File: src/rtl/fetch_stage.sv
// Instruction-fetch stage: owns the PC, runs a single-outstanding req/ack fetch to
// instruction memory and delivers {PC+PC_INC, instruction} into the IF/ID register.
module fetch_stage #(
  parameter int              PC_W     = 16,
  parameter int              INST_W   = 32,
  parameter logic [PC_W-1:0] RESET_PC = '0,
  parameter int              PC_INC   = 4
) (
  input  logic              clk,
  input  logic              rst,
  input  logic              stall,
  input  logic              branch_taken,
  input  logic [PC_W-1:0]   branch_target,
  output logic              imem_req,
  output logic [PC_W-1:0]   imem_addr,
  input  logic              imem_ack,
  input  logic [INST_W-1:0] imem_rdata,
  output logic              ifid_load,
  output logic              ifid_flush,
  output logic [PC_W-1:0]   pcp_out,
  output logic [INST_W-1:0] inst_out
);

  localparam logic [PC_W-1:0] PC_STEP = PC_W'(PC_INC);

  typedef enum logic [1:0] {
    ST_REQ   = 2'd0,
    ST_HOLD  = 2'd1,
    ST_DRAIN = 2'd2
  } state_e;

  state_e              state_q, state_d;
  logic [PC_W-1:0]     pc_q, pc_d;
  logic [PC_W-1:0]     req_addr_q, req_addr_d;
  logic [INST_W-1:0]   hold_inst_q, hold_inst_d;
  logic [PC_W-1:0]     hold_pcp_q, hold_pcp_d;

  logic                req_c;
  logic                load_c;
  logic                flush_c;
  logic [PC_W-1:0]     pcp_c;
  logic [INST_W-1:0]   inst_c;
  logic [PC_W-1:0]     seq_pcp;

  // Address wraps modulo 2^PC_W through plain truncating addition.
  assign seq_pcp = req_addr_q + PC_STEP;

  always_comb begin
    state_d     = state_q;
    pc_d        = pc_q;
    req_addr_d  = req_addr_q;
    hold_inst_d = hold_inst_q;
    hold_pcp_d  = hold_pcp_q;
    req_c       = 1'b0;
    load_c      = 1'b0;
    flush_c     = 1'b0;
    pcp_c       = hold_pcp_q;
    inst_c      = hold_inst_q;

    case (state_q)
      ST_REQ: begin
        req_c = 1'b1;
        if (branch_taken) begin
          flush_c = 1'b1;
          pc_d    = branch_target;
          if (imem_ack) begin
            req_addr_d = branch_target;
            state_d    = ST_REQ;
          end else begin
            // The in-flight handshake must complete; its data is thrown away.
            state_d = ST_DRAIN;
          end
        end else if (imem_ack) begin
          pc_d       = seq_pcp;
          req_addr_d = seq_pcp;
          if (!stall) begin
            load_c = 1'b1;
            pcp_c  = seq_pcp;
            inst_c = imem_rdata;
          end else begin
            hold_inst_d = imem_rdata;
            hold_pcp_d  = seq_pcp;
            state_d     = ST_HOLD;
          end
        end
      end

      ST_HOLD: begin
        if (branch_taken) begin
          flush_c    = 1'b1;
          pc_d       = branch_target;
          req_addr_d = branch_target;
          state_d    = ST_REQ;
        end else if (!stall) begin
          load_c  = 1'b1;
          state_d = ST_REQ;
        end
      end

      ST_DRAIN: begin
        req_c = 1'b1;
        if (branch_taken) begin
          flush_c = 1'b1;
          pc_d    = branch_target;
        end
        // A redirect landing on the same cycle as the ack wins via pc_d.
        if (imem_ack) begin
          req_addr_d = pc_d;
          state_d    = ST_REQ;
        end
      end

      default: begin
        state_d = ST_REQ;
      end
    endcase
  end

  always_ff @(posedge clk) begin
    if (!rst) begin
      state_q     <= ST_REQ;
      pc_q        <= RESET_PC;
      req_addr_q  <= RESET_PC;
      hold_inst_q <= '0;
      hold_pcp_q  <= '0;
    end else begin
      state_q     <= state_d;
      pc_q        <= pc_d;
      req_addr_q  <= req_addr_d;
      hold_inst_q <= hold_inst_d;
      hold_pcp_q  <= hold_pcp_d;
    end
  end

  assign imem_req   = rst & req_c;
  assign imem_addr  = rst ? req_addr_q : '0;
  assign ifid_load  = rst & load_c;
  assign ifid_flush = rst & flush_c;
  assign pcp_out    = rst ? pcp_c : '0;
  assign inst_out   = rst ? inst_c : '0;

endmodule

File: config.mk
export PLATFORM = sky130hd
export DESIGN_NAME = fetch_stage
export DESIGN_NICKNAME = d
export VERILOG_FILES = /design/src/rtl/fetch_stage.sv
export SDC_FILE = /design/constraint.sdc
export NUM_CORES = 1
export LEC_CHECK = 0
export BUFFER_PORTS_ARGS = -buffer_cell sky130_fd_sc_hd__buf_4
export CAP_MARGIN = 40
export CORE_MARGIN = 4
export CORE_UTILIZATION = 29
export CTS_CLUSTER_DIAMETER = 50
export CTS_CLUSTER_SIZE = 40
export DETAILED_ROUTE_END_ITERATION = 6
export PLACE_DENSITY = 0.58
export RECOVER_POWER = 50
export SKIP_LAST_GASP = 1
export SLEW_MARGIN = 25
export SYNTH_ARGS = -nofsm -noshare
export SYNTH_HDL_FRONTEND = slang
export SYNTH_SLANG_ARGS = --single-unit
export TNS_END_PERCENT = 10
File: constraint.sdc
create_clock -name clk -period 2.6 [get_ports clk]
set_input_delay 0.52 -clock clk [delete_from_list [all_inputs] [get_ports clk]]
set_output_delay 0.52 -clock clk [all_outputs]
set_load 0.05 [all_outputs]
==> metrics.md <==
| Metric | Value |
|---|---|
| Drt via density | 4.97 |
| Clk Latency, worst-skew pair | 0.35 ns |
| Chip width | 138 um |
| Setup tns final | 0 ns |
| Drt total wl | 16700 um |
| Worst setup margin | 0.000838 ns |
| Hpwl dp | 10800 um |
| First-pass GRT wire length | 25500 um |
| Post-Layout Cell Count | 1016 |
| Worst path slowest cell | dfxtp_2 |
| CTS tree | yes |
| Final Max Slew Viols | 0 |
| Mapped Cells | 664 |
| Starting Density | 0.296 |
| Worst endpoint required time | 2.08 ns |
| Clock Skews | 0.00925 ns |
| Run status | finished, final reports clean |
| Crit-path cells | inv_2 > ha_4 > nor2b_4 > nand2_2 > nor2_4 > buf_12 > buf_12 > buf_8 > nand2_1 > a21boi_1 > buf_4 |
| Overflow left after global routing | 0 |
| RSZ-0062 raised after global routing | yes |
| Final routed DRC violation total | 0 |
| Primary FF master, synth | dfxtp_1 |
| Final Util | 0.417 |
| Worst Hold Class | in2reg |
| TritonCTS Buffers | 9 |
| Crit-path leading delay family | buffers and inverters |
| Routed Antenna Nets | 0 |
| Clock sinks | 82 |
| Worst-path maximum fanout | 7 |
| Std cell rows | 47 |
| Pre-CTS WS | 0.239 ns |
| Post-synthesis average cell area | 7.39 um2 |
| Io pins | 120 |
| Synthesized cell area | 4910 um2 |
| Synth-to-layout area growth | 41.0% |
| Number of global-route vias before repair | 4726 |
| WS Path Type | reg2out |
| Worst path buffer plus inverter count | 5 |
| Power density cells | 605 nW/um2 |
| Final instance area | 6920 um2 |
| Startpoint types | flip-flop |
| Dpl cells | 985 |
| Fin nets | 849 |
| Initial antenna violation count | 0 |
| ANT cells | 0 |
| Final Hold Violating Endpoints | 0 |
| Ys Warns | 0 |
| RePlAce Congestion | 0.855 |
| Share of layout cells above drive strength 1 | 0.295 |
| Crit path capture type | output port |
| FMAX | 0.385 GHz |
| H-tree depth | 3 |
| Yosys reg bits | 82 |
| Die Ht | 138 um |
| Final period utilization | 1.00 |
| Critical Path Max Stage Delay | 0.34 ns |
| Total nets after synthesis | 722 |
| Most used cell, CP | buf_12 |
| CTS Root Cell | clkbuf_16 |
| Worst VDD drop | 0.365 mV |
| Max clock buf depth | 2 |
| Maximum number of pins on one net before global-route repair | 44 |
| Via count | 5048 |
| Worst Tran Pin Value | 0.558 ns |
| Distinct cell type count after synthesis | 57 |
| Drt first pass iters | 4 |
| Final setup fails | 0 |
| Core area | 16600 um2 |
| Leak pwr | 0.00290 uW |
| Post-synth EDFFs | 0 |
| IO buf count | 119 |
| Number of max-cap violations | 0 |
| CP arrival | 2.08 ns |
| Clock slew at reported path FFs | 0.07 ns |
| DP Area | 6210 um2 |
| Async set-reset flop share out of synthesis | 0 |
| Sequential share of the synthesized area | 0.334 |
| Rel. slew slack | 0.628 |
| Clock period minus final worst setup slack | 2.60 ns |
| Wire length per cell | 16.4 um |
| DRT iter0 DRCs | 284 |
| Global Route Usage Sum | 0.163 |
| Die area | 19100 um2 |
[state kept, by name (all words and copies together) (netlist names)]
register	count
hold_pcp_q	16
state_q	2
pc_q	16
req_addr_q	16
hold_inst_q	32
[area by class of cell]
class | count | area [um2]
repair buffers | 172 | 1520
multi-input cells | 518 | 3110
clock buffers | 9 | 225
well taps | 220 | 275
clock inverters | 7 | 100
fillers | 1736 | 9660
inverters | 8 | 32.5
flip-flops and latches | 82 | 1660
[cell usage after synthesis (2+ instances only)]
cell	number	area share
nand2_1	175	0.13
dfxtp_1	82	0.33
a21boi_1	55	0.084
a21oi_1	37	0.038
o21ai_0	36	0.037
nor2_1	33	0.025
clkbuf_1	31	0.024
and2_1	26	0.033
buf_2	20	0.020
a21boi_0	18	0.028
o211a_1	15	0.031
nand3_1	13	0.013
o21ai_1	10	0.010
inv_1	7	0.0054
xor2_1	7	0.012
a22oi_1	6	0.0092
a31oi_1	6	0.0076
nor2b_1	6	0.0076
a211oi_1	5	0.0076
buf_4	5	0.0076
ha_1	5	0.013
nand2b_1	5	0.0064
xnor2_1	5	0.0089
a211o_1	3	0.0054
a21o_1	3	0.0046
mux2_2	3	0.0069
mux2i_1	3	0.0061
nor3_1	3	0.0031
o2111ai_1	3	0.0054
o211ai_1	3	0.0046
a221oi_1	2	0.0036
and3_1	2	0.0025
and4_1	2	0.0036
nand4_1	2	0.0025
nor3_2	2	0.0041
o21a_1	2	0.0031
o221ai_1	2	0.0036
o31ai_1	2	0.0031
[worst reg2reg max path, cell delays in order, from the launching register on]
cell and delay (ns):
dfxtp_2 0.35, inv_2 0.06, ha_4 0.16, buf_4 0.13, buf_4 0.15, nor2_1 0.18
o221ai_1 0.13, buf_4 0.23, a221o_1 0.29, o221a_1 0.23
[path summary, 6_finish.rpt]
| kind | slack (ns) | from | endpoint | depth (start not counted) |
|---|---|---|---|---|
| max reg2reg | 0.59 | state_q[1]$_SDFFE_PN0P_ | req_addr_q[7]$_SDFFE_PN0P_ | 9 |
| max | 0.0008 | state_q[1]$_SDFFE_PN0P_ | pcp_out[0] | 11 |
| min | 0.42 | imem_rdata[27] | hold_inst_q[27]$_SDFFE_PN0P_ | 3 |
| min reg2reg | 0.45 | hold_inst_q[18]$_SDFFE_PN0P_ | hold_inst_q[18]$_SDFFE_PN0P_ | 2 |
[routing by layer]
metal / part of all wire / wire (um) / track usage / up-vias
met2: 0.44 / 7300 / 0.252 / 180
met1: 0.46 / 7630 / 0.220 / 2312
met5: 0 / 0 / 0 / -
li1: - / - / - / 2536
met3: 0.082 / 1370 / 0.0518 / 20
met4: 0.022 / 374 / 0.0478 / 0
[through the flow]
| stage | hold WS [ns] | total power (uW) |
|---|---|---|
| floorplan | 0.433 | 2240 |
| global placement | 0.442 | 2690 |
| detailed placement | 0.445 | 2690 |
| CTS | 0.404 | 4160 |
| global route | 0.400 | 4400 |
| finish | 0.419 | 4190 |
[power breakdown]
part	leakage [uW]	switching (uW)	internal (uW)
logic	0.00207	763	518
clock network	0.000149	574	848
registers	0.000675	109	1370
total	0.00290	1450	2740
[cell families (layout without fill, tap and decap cells)]
family / count (synthesis) / after routing / share of synthesized area
adder cells (fa/ha/maj): 5 / 5 / 0.0127
multiplexers: 6 / 6 / 0.0130
flip-flops: 82 / 82 / 0.334
XOR/XNOR: 12 / 12 / 0.0214
AND/OR/NAND/NOR: 279 / 279 / 0.261
AO/OA/AOI/OAI: 216 / 216 / 0.300
buffers and inverters: 64 / 196 / 0.0579
[placed cells by master (no fill, tap or decap), types with 5 or more instances in the layout]
cell type	n
a211oi_1	5
nand2_1	171
a21boi_2	7
inv_1	5
nor2_1	32
and2_1	26
dfxtp_1	73
o21ai_0	35
buf_6	10
dfxtp_2	8
xnor2_1	5
a21boi_1	53
nor2b_1	5
a21oi_1	35
nand2b_1	5
a22oi_1	6
buf_12	9
xor2_1	6
a21boi_0	13
buf_4	148
o211a_1	15
clkbuf_16	11
a31oi_1	6
nand2_2	5
nand3_1	13
o21ai_1	9
[timing repair]
item	4_1_cts	5_1_grt
setup buffers	1	9
cloned	2	3
pin swaps	2	13
hold buffers	0	0
setup endpoints to repair	47	47
resized for setup	9	47
Note: power is estimated with default switching activity, not from simulation.
